==> src/rtl/regfile_pkg.sv <==
// Shared types and defaults for the multiport register file.
// Optional write-to-read forwarding is enabled by defining REGFILE_BYPASS_EN.

package regfile_pkg;

    typedef enum logic {
        StClear = 1'b0,
        StReady = 1'b1
    } rf_state_e;

    localparam int unsigned XLEN_DEF  = 32;
    localparam int unsigned NREGS_DEF = 32;
    localparam int unsigned NRD_DEF   = 2;

    function automatic int unsigned addr_width(input int unsigned n);
        return (n <= 1) ? 1 : $clog2(n);
    endfunction

endpackage

==> src/rtl/rf_scoreboard.sv <==
// Pending-write scoreboard: one busy bit per register, set on issue, cleared on writeback.
// Bit 0 never sets so x0 always reads as not busy.

module rf_scoreboard
    import regfile_pkg::*;
#(
    parameter int unsigned NREGS = NREGS_DEF,
    parameter int unsigned NRD   = NRD_DEF,
    parameter int unsigned AW    = addr_width(NREGS_DEF)
) (
    input  logic              i_clk,
    input  logic              i_rst_n,
    input  logic              i_set_en,
    input  logic [AW-1:0]     i_set_addr,
    input  logic              i_clr_en,
    input  logic [AW-1:0]     i_clr_addr,
    input  logic [NRD*AW-1:0] i_lookup_addr,
    output logic [NRD-1:0]    o_busy
);

    logic [NREGS-1:0] r_busy;
    logic [NREGS-1:0] w_busy_nxt;

    // Set is applied after clear so a same-cycle issue to the written register wins.
    always_comb begin
        w_busy_nxt = r_busy;
        if (i_clr_en) begin
            w_busy_nxt[i_clr_addr] = 1'b0;
        end
        if (i_set_en) begin
            w_busy_nxt[i_set_addr] = 1'b1;
        end
        w_busy_nxt[0] = 1'b0;
    end

    always_ff @(posedge i_clk or negedge i_rst_n) begin
        if (!i_rst_n) begin
            r_busy <= '0;
        end else begin
            r_busy <= w_busy_nxt;
        end
    end

    for (genvar k = 0; k < NRD; k++) begin : g_lookup
        assign o_busy[k] = r_busy[i_lookup_addr[k*AW +: AW]];
    end

endmodule

==> src/rtl/regfile_multiport.sv <==
// Multiport integer register file with hardwired x0, busy scoreboard and post-reset clear engine.
// Define REGFILE_BYPASS_EN to forward a same-cycle writeback to matching read ports.

module regfile_multiport
    import regfile_pkg::*;
#(
    parameter int unsigned XLEN  = XLEN_DEF,
    parameter int unsigned NREGS = NREGS_DEF,
    parameter int unsigned NRD   = NRD_DEF,
    localparam int unsigned AW   = addr_width(NREGS)
) (
    input  logic                clk,
    input  logic                reset_n,
    output logic                init_done,
    input  logic [NRD*AW-1:0]   rd_addr,
    output logic [NRD*XLEN-1:0] rd_data,
    output logic [NRD-1:0]      rd_busy,
    input  logic                we,
    input  logic [AW-1:0]       wb_addr,
    input  logic [XLEN-1:0]     wb_data,
    input  logic                iss_valid,
    input  logic [AW-1:0]       iss_addr
);

`ifdef REGFILE_BYPASS_EN
    localparam bit BypassEn = 1'b1;
`else
    localparam bit BypassEn = 1'b0;
`endif

    rf_state_e       r_state;
    rf_state_e       w_state_nxt;
    logic [AW-1:0]   r_clr_cnt;
    logic [XLEN-1:0] r_regs [NREGS];

    logic            w_ready;
    logic            w_wr_en;
    logic [AW-1:0]   w_wr_addr;
    logic [XLEN-1:0] w_wr_data;
    logic            w_wb_valid;
    logic [NRD-1:0]  w_sb_busy;

    // ---------------- clear FSM ----------------
    always_ff @(posedge clk or negedge reset_n) begin
        if (!reset_n) begin
            r_state <= StClear;
        end else begin
            r_state <= w_state_nxt;
        end
    end

    always_comb begin
        w_state_nxt = r_state;
        unique case (r_state)
            StClear: begin
                if (r_clr_cnt == AW'(NREGS - 1)) begin
                    w_state_nxt = StReady;
                end
            end
            StReady: w_state_nxt = StReady;
        endcase
    end

    always_comb begin
        w_ready = (r_state == StReady);
    end

    assign init_done = w_ready;

    always_ff @(posedge clk or negedge reset_n) begin
        if (!reset_n) begin
            r_clr_cnt <= '0;
        end else if (r_state == StClear) begin
            r_clr_cnt <= r_clr_cnt + AW'(1);
        end
    end

    // ---------------- array write port ----------------
    assign w_wb_valid = w_ready && we && (wb_addr != '0);

    // The clear engine owns the single write port until the array is zeroed.
    always_comb begin
        w_wr_en   = 1'b0;
        w_wr_addr = r_clr_cnt;
        w_wr_data = '0;
        if (!w_ready) begin
            w_wr_en = 1'b1;
        end else if (w_wb_valid) begin
            w_wr_en   = 1'b1;
            w_wr_addr = wb_addr;
            w_wr_data = wb_data;
        end
    end

    always_ff @(posedge clk) begin
        if (w_wr_en) begin
            r_regs[w_wr_addr] <= w_wr_data;
        end
    end

    // ---------------- scoreboard ----------------
    rf_scoreboard #(
        .NREGS (NREGS),
        .NRD   (NRD),
        .AW    (AW)
    ) u_scoreboard (
        .i_clk         (clk),
        .i_rst_n       (reset_n),
        .i_set_en      (w_ready && iss_valid),
        .i_set_addr    (iss_addr),
        .i_clr_en      (w_wb_valid),
        .i_clr_addr    (wb_addr),
        .i_lookup_addr (rd_addr),
        .o_busy        (w_sb_busy)
    );

    // ---------------- read ports ----------------
    for (genvar k = 0; k < NRD; k++) begin : g_rd
        logic [AW-1:0]   w_addr;
        logic            w_live;
        logic            w_fwd;
        logic [XLEN-1:0] w_data;

        assign w_addr = rd_addr[k*AW +: AW];
        assign w_live = w_ready && (w_addr != '0);
        assign w_fwd  = BypassEn && w_wb_valid && (wb_addr == w_addr);
        assign w_data = w_fwd ? wb_data : r_regs[w_addr];

        assign rd_data[k*XLEN +: XLEN] = w_live ? w_data : '0;
        assign rd_busy[k]              = w_live && !w_fwd && w_sb_busy[k];
    end

endmodule

==> config.mk <==
export PLATFORM = sky130hd
export DESIGN_NAME = regfile_multiport
export DESIGN_NICKNAME = d
export VERILOG_FILES = /design/src/rtl/regfile_pkg.sv /design/src/rtl/rf_scoreboard.sv /design/src/rtl/regfile_multiport.sv
export SDC_FILE = /design/constraint.sdc
export NUM_CORES = 1
export LEC_CHECK = 0
export ABC_CLOCK_PERIOD_IN_PS = 11600
export CORE_ASPECT_RATIO = 1.4
export CORE_UTILIZATION = 23
export DETAILED_ROUTE_END_ITERATION = 10
export PLACE_DENSITY = 0.39
export SETUP_SLACK_MARGIN = 0.05
export SLEW_MARGIN = 20
export SYNTH_ARGS = -nofsm -noshare
export SYNTH_HDL_FRONTEND = slang
export SYNTH_HIERARCHICAL = 1
export SYNTH_SLANG_ARGS = --single-unit
==> constraint.sdc <==
create_clock -name clk -period 11.6 [get_ports clk]
set_input_delay 2.32 -clock clk [delete_from_list [all_inputs] [get_ports clk]]
set_output_delay 2.32 -clock clk [all_outputs]
set_load 0.02 [all_outputs]
======== Yosys cells after proc, flatten, opt, wreduce, memory -nomap -nowiden ========
Memory sizes are Yosys's and may differ from the RTL's.
Cells that the tools add are included.
word-level totals
  register bits after elaboration ......... 37
  output and inout port bits .............. 67
  bits of input ports ..................... 56
  memories kept ........................... 1
  word-level logic and storage cells ...... 50
  memory bits (writable) .................. 1024
operators by class
  equal/unequal tests ..................... 1
  $lt $le $gt $ge ......................... 6
  reduce and logical (&&, ||, !) cells .... 12
  muxes and demuxes ....................... 22
  $add $sub $neg .......................... 1
  bitwise operators ....................... 4
memories
  name    depth  bits a word  rd ports  clocked after memory_dff  wr ports  line                     RTL
  r_regs  32     32           2         0                         1         regfile_multiport.sv:34  logic [XLEN-1:0] r_regs [NREGS];
operators with widths
  operator             number
  $mux 32              6
  $and 32x32->32       1
  $not 32->32          1
  $or 32x32->32        1
  $lt 5x6->1 const B   4
  $reduce_bool 5->1    3
  $bmux 1 s5           2
  $demux 1 s5          2
  $ge 5x1->1 const B   2
  $mux 5               2
  $logic_and 1x1->1    9
  $mux 1               9
  $add 5x1->5 const B  1
  $eq 5x5->1 const B   1
  $pmux 1 s2           1
  $not 1->1            1

======== Longest topological paths before layout ========
Gate-level depths: netlist of the first run.
  depth in word-level cells ............... 9
  mapped depth ............................ 9
  gate-level depth less buffers ........... 6

======== By module ========
The synthesis of the first run kept the hierarchy.
by module, submodules not included
  module             area each (um^2)  cells an instance  sequential area each (um^2)  instances
  regfile_multiport  48123.7           2871               30899.6                      1
  rf_scoreboard      1845.5            192                775.7                        1

======== Worst setup path after synthesis of the first run ========
No wires, ideal clock.
  kind .................................... input -> output
  start point ............................. input port rd_addr[5]
  end point ............................... output port rd_data[41]
  path buffers ............................ 3
  arrival ................................. 3.909 ns
  required time ........................... 9.280 ns
  stages on the path ...................... 6
  slack ................................... 5.371 ns
  cell sequence ........................... buf_2 -> buf_2 -> buf_2 -> mux4_2 -> a22oi_1 -> nand4_1
between the ends
  word-level cells in the longest chain between the ends .. 3
  elaborated cells between the ends (all ways) .. 4
  those cells by class .................... 1 x mux; 2 x reduce/logical; 1 x memory
RTL lines
  element                                                line                      RTL
  from (decl)                                            regfile_multiport.sv:15   input logic [NRD*AW-1:0] rd_addr,
  branches (longest 2 deep; another with $mem_v2 32x32)  --
  $mux 32 *                                              regfile_multiport.sv:129  assign rd_data[k*XLEN +: XLEN] = w_live ? w_data : '0;
  to (decl)                                              regfile_multiport.sv:16   output logic [NRD*XLEN-1:0] rd_data,
Every way passes the cells marked *.

======== Final worst setup path of the first run ========
  start point ............................. input port rd_addr[7]
  end point ............................... output port rd_data[36]
Same word-level chain as after synthesis.

==> flow_summary.yaml, run 1 <==
timing:
  setup_viol: 0
  period_share_pct: 74.0
  fin_setup_tns_ns: 0
  layout_min_cycle_time_ns: 8.58
  hold_viol: 0
  worstMarginPinSlew_ns: 1.16
  rsz0062_at_grt: "no"
  final-max-slew-violation-count: 0
  finClkSkew_ns: 0.0226
  fmax_mhz: 117
  maxSlewHeadroom_pct: 22.6
clock_tree:
  worstSkewPairLatency_ns: 0.73
  cts_resized: 0
  cts_num_sinks: 1061
  post_cts_buffers: 0
  clockBufferDepth: 3
  cts_root_buffer: "clkbuf_16"
  cts_hold_buffers: 0
  htree_levels: 3
  cts_tree: "yes"
  clkTransAtPathRegs_ns: 0.06
  cts_buffers: 108
finish:
  mostFrequentLayoutCells: "edfxtp_1 (1,024), mux2i_1 (591), a22oi_1 (332)"
  syn_to_final_growth_pct: 16.7
  mostFrequentLayoutCell: "edfxtp_1"
  drive_above_1_share_pct: 17.8
  fin_util_pct: 27.0
  num-nets-final: 3220
  fin_cells: 6108
yosys:
  syn-num-nets: 3121
  netlist_instances: 3063
  synth_edf_count: 1024
  async_reset_ff_share_pct: 3.49
  avgSynthCellArea_um2: 16.3
  netlist_area_um2: 50000
  synth_flop_cell: "edfxtp_1"
  ys_seq_area_share_pct: 63.4
  yosys_warnings: 6
  yosys.cell_types.count: 47
  ys_ff_latch: 1061
setup_path:
  endpoint_kind: "output pin"
  cp_max_fo: 44
  required_ns: 9.28
  critical_path_class: "in2out"
  arrival_ns: 6.26
  worstSetupStartpointType: "primary input"
die:
  initial_core_util_pct: 23.1
  core_um2: 216000
  fp.dieH_um: 554
  dieArea_um2: 219000
  ios: 123
  die_w_um: 396
  num_rows: 202
routing:
  via_count: 30876
  drcViolationCount: 0
  via_per_inst: 5.06
  first_pass_iters: 5
  routed_wl_mm: 194
  first_iter_violations: 2876
  antenna_left: 0
  wire_per_inst_um: 31.8
pwr:
  switching_share_pct: 24.6
  p_sw_mw: 2.12
  combPwrFrac_pct: 9.6
  power_density_nw_per_um2: 147
  p_clk_share_pct: 41.0
  total_leakage_power_nw: 20.5
  intPower_mw: 6.47
  pwr-share-seq_pct: 49.4
  ir_worst_vdd_v: 0.000123
min_path:
  min-delay-path-class: "reg2reg"
placement:
  io_buffers: 122
  routabilityCongestion: 0.741
  placedCellCount: 5906
  hpwlAfterDp_mm: 110
outcome:
  status: "complete, no violations"
global_routing:
  gr-total-overflow: 0
  grt_pass1_vias: 31967
  groute.usage.overall_pct: 17.2
  grt_max_degree: 100
  grt_first_pass_wirelength_mm: 263
  antenna_found_initial: 7
flow_run:
  max-cap-violations: 0
## cell type report
class | instances | area [um2]
antenna | 2 | 5.00
inverter | 7 | 26.3
timing repair buffer | 224 | 2080
clock inverter | 68 | 613
fill | 21790 | 158000
clock buffer | 130 | 2850
tap | 2856 | 3570
sequential | 1061 | 31700
multi-input combinational | 1760 | 17500
## flip-flops by register name (all words and copies together) (netlist names)
register             count
r_regs                1024
u_scoreboard/r_busy     31
r_clr_cnt                5
init_done                1
## Yosys cell counts (2+ instances only)
library cell / count / area (um2)
a32oi_1: 13 / 114
nand2_1: 27 / 101
mux4_2: 232 / 5230
dfrtp_1: 37 / 926
a21oi_1: 25 / 125
nand3b_1: 13 / 97.6
buf_6: 5 / 56.3
nor4_1: 2 / 12.5
a22oi_1: 332 / 2490
or2_2: 2 / 12.5
ha_1: 2 / 25.0
nor3b_2: 3 / 37.5
o2111ai_1: 2 / 17.5
o21ai_0: 64 / 320
a31oi_1: 30 / 188
nor2b_1: 36 / 225
buf_1: 3 / 11.3
clkbuf_1: 66 / 248
buf_4: 30 / 225
edfxtp_1: 1024 / 30700
a221o_1: 22 / 220
inv_1: 6 / 22.5
and3_1: 3 / 18.8
or3b_2: 5 / 43.8
xnor2_1: 3 / 26.3
and2_1: 39 / 244
mux2_2: 2 / 22.5
nand2b_1: 9 / 56.3
nor3_1: 5 / 25.0
nand3_1: 179 / 896
nor2_1: 61 / 229
mux2i_1: 591 / 5920
buf_2: 131 / 656
a211oi_1: 2 / 15.0
or3_1: 2 / 12.5
o211ai_1: 2 / 15.0
nand4_1: 43 / 269
## critical path: stages
cell and delay (ns):
buf_8 0.27, buf_4 0.72, and2_2 0.78, buf_4 0.61, a22oi_1 0.15, nand3_1 0.14, nand4_1 0.42, clkdlybuf4s50_1 0.71
## power groups by stage
stage | logic [mW] | registers, mW | clock network (mW)
after floorplan | 0.461 | 4.32 | 0
after global placement | 0.835 | 4.32 | 0
after detailed placement | 0.835 | 4.32 | 0
after CTS | 0.836 | 4.24 | 3.61
after global routing | 0.870 | 4.24 | 3.72
final | 0.828 | 4.24 | 3.52
## metal layers
| metal | vias to the layer above | part of all wire (%) | global-route usage, % |
|---|---|---|---|
| li1 | 12885 | - | - |
| met3 | 233 | 4.9 | 2.24 |
| met1 | 16811 | 42 | 22.1 |
| met5 | - | 0.0067 | 0 |
| met4 | 2 | 2.6 | 4.75 |
| met2 | 945 | 50 | 30.2 |
## final timing paths
check                                             startpoint                                 to  slack (ns)  cells after the start
max reg2reg                              init_done$_DFF_PN0_             r_regs[5][1]$_DFFE_PP_        6.85                      8
min reg2reg                u_scoreboard/r_busy[14]$_DFF_PN0_  u_scoreboard/r_busy[14]$_DFF_PN0_        0.54                      2
max in group asynchronous                            reset_n                init_done$_DFF_PN0_        9.31                      1
min                        u_scoreboard/r_busy[14]$_DFF_PN0_  u_scoreboard/r_busy[14]$_DFF_PN0_        0.54                      2
max                                               rd_addr[7]                        rd_data[36]        3.02                      8
min in group asynchronous                            reset_n  u_scoreboard/r_busy[25]$_DFF_PN0_        1.71                      1
## cell families (layout without fill, tap and decap cells)
group	Yosys count	in the layout	synth area share, %
and+or+nand+nor	436	436	4.67
DFF	1061	1061	63.4
xor gates and xnor gates	3	3	0.0526
other	0	2	0
adders and majority gates	2	2	0.0501
AOI/OAI and AO/OA	494	494	7.05
muxes	825	825	22.3
buffers and inverters	242	429	2.45
## stage by stage
| step | total power, mW | hold WS, ns | setup WS (ns) | cell area, um2 |
|---|---|---|---|---|
| 2_1_floorplan | 4.78 | 0.481 | 5.37 | 50000 |
| 3_3_place_gp | 5.16 | 0.507 | 2.99 | 54700 |
| 3_5_place_dp | 5.16 | 0.528 | 3.00 | 54800 |
| 4_1_cts | 8.68 | 0.544 | 3.00 | 58300 |
| 5_1_grt | 8.83 | 0.578 | 2.94 | 58300 |
| 6_report | 8.59 | 0.537 | 3.02 | 58300 |
No activity file was read; power rests on OpenSTA's default activity.
==> run 2, diff against run 1 <==
Settings changed: ABC_CLOCK_PERIOD_IN_PS 11600 to 8200.
Clock period 11.6 ns to 8.2 ns, I/O delays scaled along.
==> run 2 against run 1 <==
Against the previous run:
- clock power grew 43%
- setup slack got worse by 1.6 ns
- routed wire length decreased by 0.16%
- register-to-register slack lost 3.4 ns
- global-route usage rose by 0.063 points
- flip-flop and latch count is the same
- sequential power up 42%
- cell count rose by 0.77%
- die area is the same
- critical endpoint is now rd_data[55]
==> flow_summary.yaml, run 2 (synthesized netlist as in run 1, its figures left out) <==
outcome:
  status: "complete, no violations"
finish:
  fin_util_pct: 27.3
  syn_to_final_growth_pct: 17.9
  mostFrequentLayoutCells: "edfxtp_1 (1,024), mux2i_1 (591), a22oi_1 (332)"
  num-nets-final: 3263
  largest-register: "r_regs"
  largest_reg_flops: 1024
  fin_area_um2: 58900
  drive_above_1_share_pct: 19.1
  reg_top3: "r_regs x1024, u_scoreboard/r_busy x31, r_clr_cnt x5"
  mostFrequentLayoutCell: "edfxtp_1"
pwr:
  power_mw: 12.2
  total_leakage_power_nw: 20.8
  ir_worst_vdd_v: 0.000153
  power_density_nw_per_um2: 208
clock_tree:
  cts_tree: "yes"
  cts_hold_buffers: 0
  cts_buffers: 110
  cts_root_buffer: "clkbuf_16"
  htree_levels: 3
  clkTransAtPathRegs_ns: 0.06
  cts_resized: 0
  clockBufferDepth: 3
  cts_num_sinks: 1061
  worstSkewPairLatency_ns: 0.73
  post_cts_buffers: 0
flow_run:
  max-cap-violations: 0
setup_path:
  cp_max_fo: 15
  path_cells: "clkdlybuf4s50_1, nand3b_1, buf_4, nor2_4, buf_4, a22oi_1, nand4_1, clkdlybuf4s50_1"
  cp_slowest_cell: "clkdlybuf4s50_1"
  rr_worst_depth: 6
  cpPeakStageDelay_ns: 0.82
  worstSetupStartpointType: "primary input"
  cpLargestDelayFamily: "buffers and inverters"
  required_ns: 6.56
  reg2reg_from: "init_done$_DFF_PN0_"
  path_buf_inv: 4
  arrival_ns: 5.12
  rrSetupSlack_ns: 3.45
  critical_path_class: "in2out"
  r2r-end: "r_regs[29][13]$_DFFE_PP_"
  endpoint_kind: "output pin"
routing:
  drcViolationCount: 0
  via_count: 30759
  wire_per_inst_um: 31.5
  antenna_left: 0
  first_pass_iters: 6
  first_iter_violations: 2738
  via_per_inst: 5.00
  routed_wl_mm: 194
die:
  dieArea_um2: 219000
  core_um2: 216000
  ios: 123
  fp.dieH_um: 554
  die_w_um: 396
  initial_core_util_pct: 23.1
  num_rows: 202
timing:
  hold_viol: 0
  fin_setup_tns_ns: 0
  final.setup.worst_slack_ns: 1.44
  finClkSkew_ns: 0.0289
  layout_min_cycle_time_ns: 6.76
  fmax_mhz: 148
  worstMarginPinSlew_ns: 1.12
  rsz0062_at_grt: "no"
  final-max-slew-violation-count: 0
  maxSlewHeadroom_pct: 25.4
  period_share_pct: 82.5
  setup_viol: 0
min_path:
  worstHoldStart: "u_scoreboard/r_busy[5]$_DFF_PN0_"
  min_path_cells: 2
  min_to: "u_scoreboard/r_busy[5]$_DFF_PN0_"
  min-delay-path-class: "reg2reg"
placement:
  routabilityCongestion: 0.771
  io_buffers: 122
  place_ws_ns: 1.57
  hpwlAfterDp_mm: 120
  placed_area_um2: 55300
global_routing:
  grt_pass1_vias: 32636
  groute.usage.overall_pct: 17.3
  gr-total-overflow: 0
  grt_max_degree: 79
  grt_first_pass_wirelength_mm: 265
  antenna_found_initial: 7
## run 2: cell count changes in the layout (fill, tap and decap cells not counted), sizes merged
| cell | change |
|---|---|
| clkbuf | +1 |
| clkinv | +2 |
| diode | +4 |
| inv | -1 |
| clkinvlp | -1 |
| bufinv | +1 |
| buf | +41 |
## run 2: cell type report
cell class / count / area [um2]
Timing Repair Buffer: 265 / 2580
Sequential cell: 1061 / 31700
Clock buffer: 131 / 2850
Fill cell: 21732 / 157000
Multi-Input combinational cell: 1760 / 17500
Clock inverter: 69 / 671
Inverter: 7 / 26.3
Antenna cell: 6 / 15.0
Tap cell: 2856 / 3570
## run 2: worst reg2reg max path: cells and delay by family, from the launching register on
kind | cells | cell delay (ns)
and+or+nand+nor | 3 | 1.74
AOI/OAI and AO/OA | 1 | 0.67
muxes | 1 | 0.54
DFF | 1 | 0.91
buffers and inverters | 1 | 0.54
## run 2: worst max path at each step
| stage | depth (start not counted) | slack (ns) | endpoint | start |
|---|---|---|---|---|
| after CTS | 8 | 1.56 | rd_data[29] | rd_addr[4] |
| after detailed placement | 7 | 1.57 | rd_data[6] | rd_addr[4] |
| after global routing | 8 | 1.32 | rd_data[55] | rd_addr[9] |
| after floorplan | 6 | 2.97 | r_regs[15][0]$_DFFE_PP_ | wb_addr[4] |
| final | 8 | 1.44 | rd_data[55] | rd_addr[9] |
| after global placement | 8 | 1.26 | rd_data[61] | rd_addr[9] |
## run 2: stage by stage
stage                     hold WS [ns]  cells
after floorplan                  0.481   3063
after global placement           0.507   5940
after detailed placement         0.525   5947
after CTS                        0.540   6147
after global routing             0.583   6150
final                            0.533   6155
## run 2: report_power, final
part / internal (mW) / switching (mW) / total (mW)
Combinational: 0.413 / 0.775 / 1.19
Sequential: 5.98 / 0.0170 / 6.00
Clock: 2.82 / 2.23 / 5.05
## run 2: metal layers
layer	GRT usage (%)	routed length, um	vias to the layer above
li1	-	-	12992
met3	2.57	9680	204
met1	21.7	80300	16588
met2	30.7	99100	975
met4	4.67	4950	0
met5	0	0	-
==> run 3, diff against run 2 <==
Settings changed: ABC_CLOCK_PERIOD_IN_PS 8200 to 5500, PLACE_DENSITY 0.39 to 0.4.
Clock period 8.2 ns to 5.5 ns, I/O delays scaled along.
==> run 3 against run 2 <==
Against the previous run:
- combinational power rose by 50%
- largest cell class unchanged
- total power is 51% higher
- count of clock-buffer cells in the layout fell by 3
- first-iteration DRC count decreased by 11%
- hold slack worse by 0.0017 ns
- cell count rose by 1.0%
- sequential share of layout area shrank 0.76 points
- critical path depth is the same
- routed wire length is 3.7% lower
- core utilization is 0.39 points higher
- global-route usage decreased by 0.65 points
- clock skew fell by 0.0072 ns
==> flow_summary.yaml, run 3 (synthesized netlist as in run 1, its figures left out) <==
clock_tree:
  cts_num_sinks: 1061
  worstSkewPairLatency_ns: 0.73
  clockBufferDepth: 3
  clkTransAtPathRegs_ns: 0.06
  cts_buffers: 108
  cts_hold_buffers: 0
  cts_resized: 0
  cts_root_buffer: "clkbuf_16"
  post_cts_buffers: 0
  cts_tree: "yes"
  htree_levels: 3
timing:
  setup_viol: 0
  final.setup.worst_slack_ns: 0.500
  hold_viol: 0
  rsz0062_at_grt: "no"
  fmax_mhz: 200
  finClkSkew_ns: 0.0217
  whs_ns: 0.531
  fin_setup_tns_ns: 0
  final-max-slew-violation-count: 0
  layout_min_cycle_time_ns: 5.00
  period_share_pct: 90.9
  maxSlewHeadroom_pct: 22.1
  worstMarginPinSlew_ns: 1.16
min_path:
  min-delay-path-class: "reg2reg"
global_routing:
  grt_pass1_vias: 32466
  groute.usage.overall_pct: 16.7
  gr-total-overflow: 0
  antenna_found_initial: 6
  grt_max_degree: 88
  grt_first_pass_wirelength_mm: 257
placement:
  hpwlAfterDp_mm: 119
  io_buffers: 122
  placedCellCount: 6009
  place_ws_ns: 0.532
  routabilityCongestion: 0.788
finish:
  num-nets-final: 3321
  fin_cells: 6217
  multi_input_area_um2: 17500
  regArea_um2: 31700
  mostFrequentLayoutCells: "edfxtp_1 (1,024), mux2i_1 (591), a22oi_1 (332)"
  reg_top3: "r_regs x1024, u_scoreboard/r_busy x31, r_clr_cnt x5"
  largest-register: "r_regs"
  mostFrequentLayoutCell: "edfxtp_1"
  drive_above_1_share_pct: 21.9
  fillers: 21763
  syn_to_final_growth_pct: 19.5
  largest_reg_flops: 1024
setup_path:
  crit_cells: 8
  crit_path_end: "rd_data[29]"
  critical_path_class: "in2out"
  cpLargestDelayFamily: "buffers and inverters"
  endpoint_kind: "output pin"
  cp_slowest_cell: "clkdlybuf4s50_1"
  cp_max_fo: 12
  arrival_ns: 3.90
  rr_worst_depth: 8
  worstSetupStartpointType: "primary input"
  path_cells: "clkdlybuf4s50_1, nor3b_2, and2_2, buf_4, a22oi_1, nand3_1, a221o_1, buf_12"
  path_buf_inv: 3
  cpPeakStageDelay_ns: 0.61
  r2r-end: "r_regs[0][15]$_DFFE_PP_"
  startpoint: "rd_addr[3]"
  required_ns: 4.40
  reg2reg_from: "init_done$_DFF_PN0_"
  rrSetupSlack_ns: 2.35
pwr:
  total_leakage_power_nw: 21.4
  ir_worst_vdd_v: 0.000255
  power_density_nw_per_um2: 308
routing:
  drcViolationCount: 0
  first_iter_violations: 2441
  routed_wl_mm: 187
  first_pass_iters: 5
  antenna_left: 0
  via_count: 30830
  wire_per_inst_um: 30.1
  via_per_inst: 4.96
flow_run:
  max-cap-violations: 0
die:
  ios: 123
  core_um2: 216000
  initial_core_util_pct: 23.1
  num_rows: 202
  fp.dieH_um: 554
  die_w_um: 396
  dieArea_um2: 219000
outcome:
  status: "complete, no violations"
## run 3: worst min path at each step
stage | start | end | slack [ns] | cells after the start
after CTS | u_scoreboard/r_busy[6]$_DFF_PN0_ | u_scoreboard/r_busy[6]$_DFF_PN0_ | 0.53 | 2
after floorplan | u_scoreboard/r_busy[6]$_DFF_PN0_ | u_scoreboard/r_busy[6]$_DFF_PN0_ | 0.48 | 2
final | u_scoreboard/r_busy[6]$_DFF_PN0_ | u_scoreboard/r_busy[6]$_DFF_PN0_ | 0.53 | 2
after global placement | u_scoreboard/r_busy[7]$_DFF_PN0_ | u_scoreboard/r_busy[7]$_DFF_PN0_ | 0.51 | 2
after global routing | u_scoreboard/r_busy[12]$_DFF_PN0_ | u_scoreboard/r_busy[12]$_DFF_PN0_ | 0.56 | 2
after detailed placement | u_scoreboard/r_busy[6]$_DFF_PN0_ | u_scoreboard/r_busy[6]$_DFF_PN0_ | 0.52 | 2
## run 3: cell type report
| class | count | share of cell area [%] |
|---|---|---|
| Sequential cell | 1061 | 53.0 |
| Multi-Input combinational cell | 1760 | 29.2 |
| Tap cell | 2856 | 5.98 |
| Timing Repair Buffer | 325 | 5.62 |
| Clock buffer | 128 | 4.76 |
| Clock inverter | 75 | 1.31 |
| Inverter | 7 | 0.0440 |
| Antenna cell | 5 | 0.0209 |
## run 3: stage by stage
stage                     total power [mW]  utilization, %  cell area [um2]
final                                 18.4            27.6            59700
after global routing                  19.0            27.6            59700
after CTS                             18.6            27.6            59700
after detailed placement              10.9            26.0            56100
after global placement                10.9            26.0            56100
after floorplan                       10.1               -            50000
## run 3: routing by layer
metal,track usage [%],vias to the layer above,share of wire [%]
met5,0,-,0.0043
met4,3.76,2,2.0
met3,1.80,213,4.0
met2,30.0,830,51
met1,21.2,16675,43
li1,-,13110,-
## run 3: worst min-delay path, cell delays in order (launching register included)
cell     delay [ns]
dfrtp_1        0.35
o21ai_0        0.08
o21ai_0        0.07
## run 3: power breakdown
part           switching (mW)  total, mW  internal, mW
clock                    3.29       7.69          4.39
sequential             0.0262       8.94          8.91
combinational            1.15       1.79         0.647
total                    4.47       18.4          14.0
